[config.mk]
export PLATFORM = sky130hd
export DESIGN_NAME = alu_regfile_flat
export DESIGN_NICKNAME = d
export VERILOG_FILES = /design/src/rtl/alu_regfile_if.sv /design/src/rtl/alu_regfile.sv /design/src/flat_wrapper.sv
export SDC_FILE = /design/constraint.sdc
export NUM_CORES = 2
export LEC_CHECK = 0
export CAP_MARGIN = 20
export CELL_PAD_IN_SITES_DETAIL_PLACEMENT = 1
export CELL_PAD_IN_SITES_GLOBAL_PLACEMENT = 1
export CORE_ASPECT_RATIO = 1.5
export CORE_MARGIN = 5
export CORE_UTILIZATION = 48
export DETAILED_ROUTE_END_ITERATION = 8
export GPL_ROUTABILITY_DRIVEN = 0
export PLACE_DENSITY_LB_ADDON = 0.1
export SYNTH_ARGS = -nofsm -noshare
export SYNTH_HDL_FRONTEND = slang
export SYNTH_SLANG_ARGS = --single-unit
[constraint.sdc]
create_clock -name clk -period 5.16 [get_ports clk]
set_input_delay 1.032 -clock clk [delete_from_list [all_inputs] [get_ports clk]]
set_output_delay 1.032 -clock clk [all_outputs]
set_load 0.02 [all_outputs]
[src/rtl/alu_regfile_if.sv]
`default_nettype none
// ============================================================================
// Module      : alu_regfile_if
// Description : Operand/result and register-port bundle for alu_regfile.
// Revision    : 1.0 - initial release
// ============================================================================
interface alu_regfile_if #(
    parameter int DATA_W = 32
);
    logic [3:0]        alu_control;
    logic [DATA_W-1:0] src_a;
    logic [DATA_W-1:0] src_b;
    logic [DATA_W-1:0] alu_result;
    logic [4:0]        r1;
    logic [4:0]        r2;
    logic [4:0]        w;
    logic [DATA_W-1:0] data_in;
    logic              we;
    logic [DATA_W-1:0] data_out1;
    logic [DATA_W-1:0] data_out2;

    modport master (
        output alu_control, src_a, src_b, r1, r2, w, data_in, we,
        input  alu_result, data_out1, data_out2
    );

    modport slave (
        input  alu_control, src_a, src_b, r1, r2, w, data_in, we,
        output alu_result, data_out1, data_out2
    );
endinterface
`default_nettype wire

[src/rtl/alu_regfile.sv]
`default_nettype none
// ============================================================================
// Module      : alu_regfile
// Description : Combinational ALU plus 32x32 register file (r0 hardwired 0).
//               Define ALU_MULDIV_EN to add signed MUL (code 2) / DIV (code 3).
// Revision    : 1.0 - initial release
// ============================================================================
module alu_regfile #(
    parameter int DATA_W = 32
) (
    input  logic         clk,
    input  logic         resetn,
    alu_regfile_if.slave bus
);
    localparam int         c_NUM_REGS = 32;
    localparam logic [3:0] c_OP_ADD = 4'd0;
    localparam logic [3:0] c_OP_SUB = 4'd1;
    localparam logic [3:0] c_OP_MUL = 4'd2;
    localparam logic [3:0] c_OP_DIV = 4'd3;
    localparam logic [3:0] c_OP_AND = 4'd4;
    localparam logic [3:0] c_OP_OR  = 4'd5;
    localparam logic [3:0] c_OP_XOR = 4'd6;
    localparam logic [3:0] c_OP_LS  = 4'd7;
    localparam logic [3:0] c_OP_RS  = 4'd8;
    localparam logic [3:0] c_OP_EQ  = 4'd9;
    localparam logic [3:0] c_OP_NEQ = 4'd10;
    localparam logic [3:0] c_OP_LT  = 4'd11;
    localparam logic [3:0] c_OP_LTE = 4'd12;
    localparam logic [3:0] c_OP_GT  = 4'd13;
    localparam logic [3:0] c_OP_GTE = 4'd14;

    localparam logic [DATA_W-1:0] c_ZERO = '0;
    localparam logic [DATA_W-1:0] c_ONE  = {{(DATA_W-1){1'b0}}, 1'b1};

    logic signed [DATA_W-1:0] w_sa;
    logic signed [DATA_W-1:0] w_sb;
    logic        [DATA_W-1:0] w_alu;

    assign w_sa = $signed(bus.src_a);
    assign w_sb = $signed(bus.src_b);

`ifdef ALU_MULDIV_EN
    localparam logic [DATA_W-1:0] c_INT_MIN = {1'b1, {(DATA_W-1){1'b0}}};

    logic [DATA_W-1:0] w_mul;
    logic [DATA_W-1:0] w_div;

    // Low half of a product is the same for signed and unsigned operands.
    assign w_mul = bus.src_a * bus.src_b;

    always_comb begin
        w_div = '0;
        if (bus.src_b == c_ZERO) begin
            w_div = '1;
        end else if ((bus.src_a == c_INT_MIN) && (bus.src_b == '1)) begin
            w_div = c_INT_MIN;
        end else begin
            w_div = w_sa / w_sb;
        end
    end
`endif

    always_comb begin
        w_alu = '0;
        case (bus.alu_control)
            c_OP_ADD: w_alu = bus.src_a + bus.src_b;
            c_OP_SUB: w_alu = bus.src_a - bus.src_b;
`ifdef ALU_MULDIV_EN
            c_OP_MUL: w_alu = w_mul;
            c_OP_DIV: w_alu = w_div;
`else
            c_OP_MUL: w_alu = '0;
            c_OP_DIV: w_alu = '0;
`endif
            c_OP_AND: w_alu = bus.src_a & bus.src_b;
            c_OP_OR:  w_alu = bus.src_a | bus.src_b;
            c_OP_XOR: w_alu = bus.src_a ^ bus.src_b;
            c_OP_LS:  w_alu = bus.src_a << bus.src_b[4:0];
            c_OP_RS:  w_alu = bus.src_a >> bus.src_b[4:0];
            c_OP_EQ:  w_alu = (bus.src_a == bus.src_b) ? c_ONE : c_ZERO;
            c_OP_NEQ: w_alu = (bus.src_a != bus.src_b) ? c_ONE : c_ZERO;
            c_OP_LT:  w_alu = (w_sa <  w_sb) ? c_ONE : c_ZERO;
            c_OP_LTE: w_alu = (w_sa <= w_sb) ? c_ONE : c_ZERO;
            c_OP_GT:  w_alu = (w_sa >  w_sb) ? c_ONE : c_ZERO;
            c_OP_GTE: w_alu = (w_sa >= w_sb) ? c_ONE : c_ZERO;
            default:  w_alu = '0;
        endcase
    end

    assign bus.alu_result = w_alu;

    logic [DATA_W-1:0] regs_q [c_NUM_REGS];
    logic              w_wr_en;

    assign w_wr_en = bus.we && (bus.w != 5'd0);

    // Reset wins over a concurrent write; r0 is never written.
    always_ff @(posedge clk) begin
        if (!resetn) begin
            for (int i = 0; i < c_NUM_REGS; i++) begin
                regs_q[i] <= '0;
            end
        end else if (w_wr_en) begin
            regs_q[bus.w] <= bus.data_in;
        end
    end

    assign bus.data_out1 = (bus.r1 == 5'd0) ? c_ZERO : regs_q[bus.r1];
    assign bus.data_out2 = (bus.r2 == 5'd0) ? c_ZERO : regs_q[bus.r2];
endmodule
`default_nettype wire

[src/flat_wrapper.sv]
// flat-port wrapper written by rule: the top's interface ports become plain ports
module alu_regfile_flat 
#(
    parameter int DATA_W = 32
)
  (clk, resetn, bus_alu_control, bus_src_a, bus_src_b, bus_r1, bus_r2, bus_w, bus_data_in, bus_we, bus_alu_result, bus_data_out1, bus_data_out2);
  alu_regfile_if #(.DATA_W(DATA_W)) bus_i ();
  input  logic clk;
  input  logic resetn;
  input wire logic [$bits(bus_i.alu_control)-1:0] bus_alu_control;
  input wire logic [$bits(bus_i.src_a)-1:0] bus_src_a;
  input wire logic [$bits(bus_i.src_b)-1:0] bus_src_b;
  input wire logic [$bits(bus_i.r1)-1:0] bus_r1;
  input wire logic [$bits(bus_i.r2)-1:0] bus_r2;
  input wire logic [$bits(bus_i.w)-1:0] bus_w;
  input wire logic [$bits(bus_i.data_in)-1:0] bus_data_in;
  input wire logic [$bits(bus_i.we)-1:0] bus_we;
  output wire logic [$bits(bus_i.alu_result)-1:0] bus_alu_result;
  output wire logic [$bits(bus_i.data_out1)-1:0] bus_data_out1;
  output wire logic [$bits(bus_i.data_out2)-1:0] bus_data_out2;
  assign bus_i.alu_control = bus_alu_control;
  assign bus_i.src_a = bus_src_a;
  assign bus_i.src_b = bus_src_b;
  assign bus_i.r1 = bus_r1;
  assign bus_i.r2 = bus_r2;
  assign bus_i.w = bus_w;
  assign bus_i.data_in = bus_data_in;
  assign bus_i.we = bus_we;
  assign bus_alu_result = bus_i.alu_result;
  assign bus_data_out1 = bus_i.data_out1;
  assign bus_data_out2 = bus_i.data_out2;
  alu_regfile #(.DATA_W(DATA_W)) u_core (.clk(clk), .resetn(resetn), .bus(bus_i));
endmodule
# Word-level counts from Yosys, hierarchy flattened
# Memories as Yosys holds them, arrays and structs flattened.
# Index checks and enable logic that the tools add are counted.
dict set report word_totals {
  regBits 0
  latch_bits 0
  n_memories 1
  wordCells 48
  mem_bits_ro 0
  out_inout_bits 96
  ramBits 1024
}
dict set report op_classes {
  n_mux 16
  multipliers 0
  n_div 0
  n_reduce_logical 6
  addsub 2
  n_eq_ne 14
  shift 2
  bitwise_logic 3
  magnitude_cmp 4
}
# name words width rd rd_clocked_by_memory_dff wr line
set mem_list {}
lappend mem_list {u_core.regs_q 32 32 2 0 32 alu_regfile.sv:92} ;# logic [DATA_W-1:0] regs_q [c_NUM_REGS];
# cell count
set ops {}
lappend ops {{$pmux 32 s13} 1}
lappend ops {{$mux 32} 3}
lappend ops {{$add 32x32->32} 1}
lappend ops {{$and 32x32->32} 1}
lappend ops {{$eq 32x32->1} 1}
lappend ops {{$ge 32x32->1} 1}
lappend ops {{$gt 32x32->1} 1}
lappend ops {{$le 32x32->1} 1}
lappend ops {{$lt 32x32->1} 1}
lappend ops {{$ne 32x32->1} 1}
lappend ops {{$or 32x32->32} 1}
lappend ops {{$reduce_or 32->1} 1}
lappend ops {{$shl 32x5->32} 1}
lappend ops {{$shr 32x5->32} 1}
lappend ops {{$sub 32x32->32} 1}
lappend ops {{$xor 32x32->32} 1}
lappend ops {{$eq 4x4->1 const B} 7}
lappend ops {{$eq 4x3->1 const B} 4}
lappend ops {{$mux 1} 11}
lappend ops {{$logic_not 5->1} 2}
lappend ops {{$mux 5} 1}
lappend ops {{$reduce_bool 5->1} 1}
lappend ops {{$eq 4x1->1 const B} 1}
lappend ops {{$logic_not 4->1} 1}
lappend ops {{$logic_and 1x1->1} 1}

# Longest topological paths before layout
dict set report logic_depth {
  ltp_word 7
  depth_mapped 16
}

# Least setup slack after synthesis
# Ideal clock, no wire load.
dict set report synth_timing {
  path_type {in2out}
  start {input bus_src_b[3]}
  end {output bus_alu_result[30]}
  slack_ns -0.343
  arrival_ns 4.471
  t_required_ns 4.128
  path_stages 16
  n_path_buf 5
  cell_sequence {clkbuf_1 inv_1 clkbuf_1 clkbuf_1 buf_2 ha_1 buf_2 inv_1 a21o_1 a211oi_2 nor3_2 o31ai_2 and2_4 or4b_1 and3_1 o31ai_2}
}
dict set report synth_via {
  elab_chain_cells 2
}
# item line
set synth_lines {}
lappend synth_lines {{from (decl)} flat_wrapper.sv:12} ;# input wire logic [$bits(bus_i.src_b)-1:0] bus_src_b;
lappend synth_lines {{$sub 32x32->32, or another cell as far along} alu_regfile.sv:67} ;# c_OP_SUB: w_alu = bus.src_a - bus.src_b;
lappend synth_lines {{$pmux 32 s13 *} alu_regfile.sv:65} ;# case (bus.alu_control)
lappend synth_lines {{to (decl)} flat_wrapper.sv:18} ;# output wire logic [$bits(bus_i.alu_result)-1:0] bus_alu_result;
# Mark *: on every way between the ends. The rest lies on a longest branch, timed or not.

# Final worst setup path
dict set report layout_timing {
  start {input bus_src_a[1]}
  end {output bus_alu_result[31]}
}
dict set report layout_via {
  elab_chain_cells 2
}
# item line
set layout_lines {}
lappend layout_lines {{from (decl)} flat_wrapper.sv:11} ;# input wire logic [$bits(bus_i.src_a)-1:0] bus_src_a;
lappend layout_lines {{$sub 32x32->32, or another cell as far along} alu_regfile.sv:67}
lappend layout_lines {{$pmux 32 s13 *} alu_regfile.sv:65}
# Marked as above.

==> flow_summary.json <==
{
  "biggestRegsByFlops": "u_core.regs_q (1024)",
  "regMostFlops": "u_core.regs_q",
  "setup.worst_path.end_class": "output port",
  "grt_max_degree": 65,
  "slew_viol_final": 0,
  "critPathTopFamily": "multiplexers",
  "routed_wl_microns": 260000,
  "io_pins": 214,
  "htreeDepth": 3,
  "finalSetupTns_ns": 0,
  "wire_per_inst_microns": 38.0,
  "synth-simple-area-share_pct": 13.6,
  "p_leak_nw": 27.5,
  "synth_top_family_by_area": "multiplexers",
  "slew_headroom_pct": 25.2,
  "synth-edff-count": 1024,
  "synth_xor_xnor_area_share_pct": 0.0420,
  "largest_reg_flops": 1024,
  "synth_mux_area_share_pct": 26.5,
  "tightestPinTransition_ns": 1.12,
  "cp_num_buf_inv": 4,
  "die_y_microns": 452,
  "finalWorstPathRequiredPeriod_ns": 5.13,
  "hold_slack_ns": 1.24,
  "vias": 46400,
  "min_path_type": "in -> reg",
  "utilization_pct": 58.5,
  "synth-compound-area-share_pct": 5.25,
  "ir_worst_vdd_v": 0.000311,
  "cts_tree": "yes",
  "grt_pass1_vias": 49100,
  "layout_commonest_cell": "edfxtp_1",
  "final_area_sq_mm": 0.0758,
  "dpl-instance-area_sq_mm": 0.0712,
  "status": "finished clean",
  "yosys_warnings": 0,
  "p_per_area_mw_per_mm2": 286,
  "start_kind": "primary input",
  "finalHoldViolCount": 0,
  "antenna_found_initial": 14,
  "fmax_mhz": 195,
  "synth-adder-area-share_pct": 2.00,
  "min_from": "resetn",
  "nNetsFinal": 5242,
  "drtIter0Drc": 5415,
  "core-area_sq_mm": 0.130,
  "dp_hpwl_microns": 173000,
  "start_util_pct": 48.2,
  "cts_buffers": 92,
  "layout_common_cells": "edfxtp_1 (1,024), and2_1 (1,003), mux4_2 (664)",
  "avgSynthCellArea_sq_um": 14.0,
  "drive_above_1_share_pct": 35.0,
  "hold_depth": 5,
  "syn_inst": 4474,
  "clockBufferDepth": 3,
  "grt_remaining_overflow": 0,
  "synth-async-reset-ratio_pct": 0,
  "path_class": "in -> out",
  "syn2layout_area_growth_pct": 21.2,
  "finalPower_mw": 21.7,
  "cp_slowest_cell": "mux4_1",
  "critPathMaxFanout": 5,
  "ant_nets": 0,
  "cts_num_sinks": 1024,
  "viasPerCell": 6.78,
  "cap_viol_max_count": 0,
  "die_w_microns": 305,
  "track_usage_pct": 37.0,
  "clk_pin_slew_ns": 0.07,
  "hold_end": "u_core.regs_q[3][10]",
  "netlist_area_sq_mm": 0.0625,
  "drc": 0,
  "synth_ff_type": "edfxtp_1",
  "placement_rows": 162,
  "cp.required_ns": 4.13,
  "cts_root_buf": "clkbuf_16",
  "finalCritPeriodShare_pct": 99.5,
  "crit_chain": "dlygate4sd2_1 > buf_4 > buf_4 > mux4_1 > mux2_2 > mux2i_1 > nor2_1 > nor3_1 > o211ai_1 > a31o_2 > mux2i_1 > o21ai_1 > buf_2",
  "setup_viol": 0,
  "yosysSeqAreaShare_pct": 49.2,
  "critical_path_arrival_ns": 4.10,
  "ys_ff_latch": 1024,
  "firstDrtPassIters": 5,
  "grt_first_pass_wirelength_microns": 364000,
  "cpPeakStageDelay_ns": 0.68,
  "yosys.cell_types.count": 91,
  "dieArea_sq_mm": 0.138,
  "port_buffers": 213
}
[per-layer routing]
| layer | GRT usage [%] | share of wire, % | wire length, microns | up-vias |
|---|---|---|---|---|
| li1 | - | - | - | 18300 |
| met1 | 41.0 | 32 | 84200 | 24100 |
| met2 | 63.8 | 50 | 130000 | 3004 |
| met3 | 6.31 | 8.0 | 20800 | 999 |
| met4 | 28.1 | 9.7 | 25300 | 0 |
| met5 | 0 | 0 | 0 | - |
[per-stage QoR]
step | worst slack, ns | std cells
CTS | -0.129 | 6781
floorplan | 0.00611 | 4505
detailed placement | -0.884 | 6594
finish | 0.0257 | 6845
global route | -0.0718 | 6828
global placement | -0.851 | 6594
[how the worst max path moves through the flow]
stage	end	cells past startpoint	startpoint	slack [ns]
5_1_grt	bus_alu_result[29]	16	bus_alu_control[1]	-0.07
3_5_place_dp	bus_alu_result[30]	14	bus_src_b[14]	-0.88
3_3_place_gp	bus_alu_result[30]	14	bus_src_b[14]	-0.85
4_1_cts	bus_alu_result[30]	13	bus_src_b[12]	-0.13
2_1_floorplan	bus_alu_result[30]	16	bus_src_b[2]	0.006
6_report	bus_alu_result[31]	13	bus_src_a[1]	0.03
[synth_stat cells (all sizes together), types with 7 or more instances]
master	n	area share, %
a22oi	24	0.29
nor3	26	0.25
a211oi	25	0.32
nor2b	10	0.10
and3	7	0.070
o21bai	14	0.17
a221o	11	0.18
a211o	8	0.11
inv	97	0.58
and2	1007	10
a221oi	16	0.23
nand3	18	0.14
mux2i	120	1.9
o21ai	126	1.0
o22ai	19	0.19
a21oi	120	0.97
nor4	9	0.12
edfxtp	1024	49
o21a	7	0.084
nand2b	18	0.18
ha	97	1.9
clkbuf	333	2.0
a31oi	12	0.12
nand2	125	0.75
nand4	7	0.070
nor2	217	1.3
mux2	25	0.45
o221ai	22	0.31
a21o	22	0.26
buf	122	0.93
o211ai	24	0.30
mux4	668	24
[cells by family after synthesis]
family / count (synthesis)
AOI/OAI and AO/OA: 499
DFF: 1024
adders and majority gates: 99
and+or+nand+nor: 1483
xor gates and xnor gates: 3
muxes: 813
buffers and inverters: 552
other: 1
[what timing repair did]
action | 4_1_cts | 5_1_grt
pin swaps | 37 | 50
buffers inserted | 16 | 43
hold buffers | 0 | 0
hold endpoints to repair | 0 | 0
setup endpoints to repair | 29 | 30
resized for setup | 213 | 164
gates cloned | 0 | 2
[report_power, final]
group	leakage [nW]	internal [mW]	switching, mW	total [mW]
registers	9.75	9.61	0.248	9.85
clock network	1.45	3.91	3.25	7.16
logic	16.3	2.10	2.56	4.66
[final cells by class]
type,count,area [sq um]
clock inverter,57,589
sequential,1024,30700
tap,1722,2150
inverter,97,364
fill,12300,53900
timing repair buffer,881,8250
clock buffer,115,2430
antenna,20,50.0
multi-input combinational,2929,31200
(Power assumes the default switching activity.)
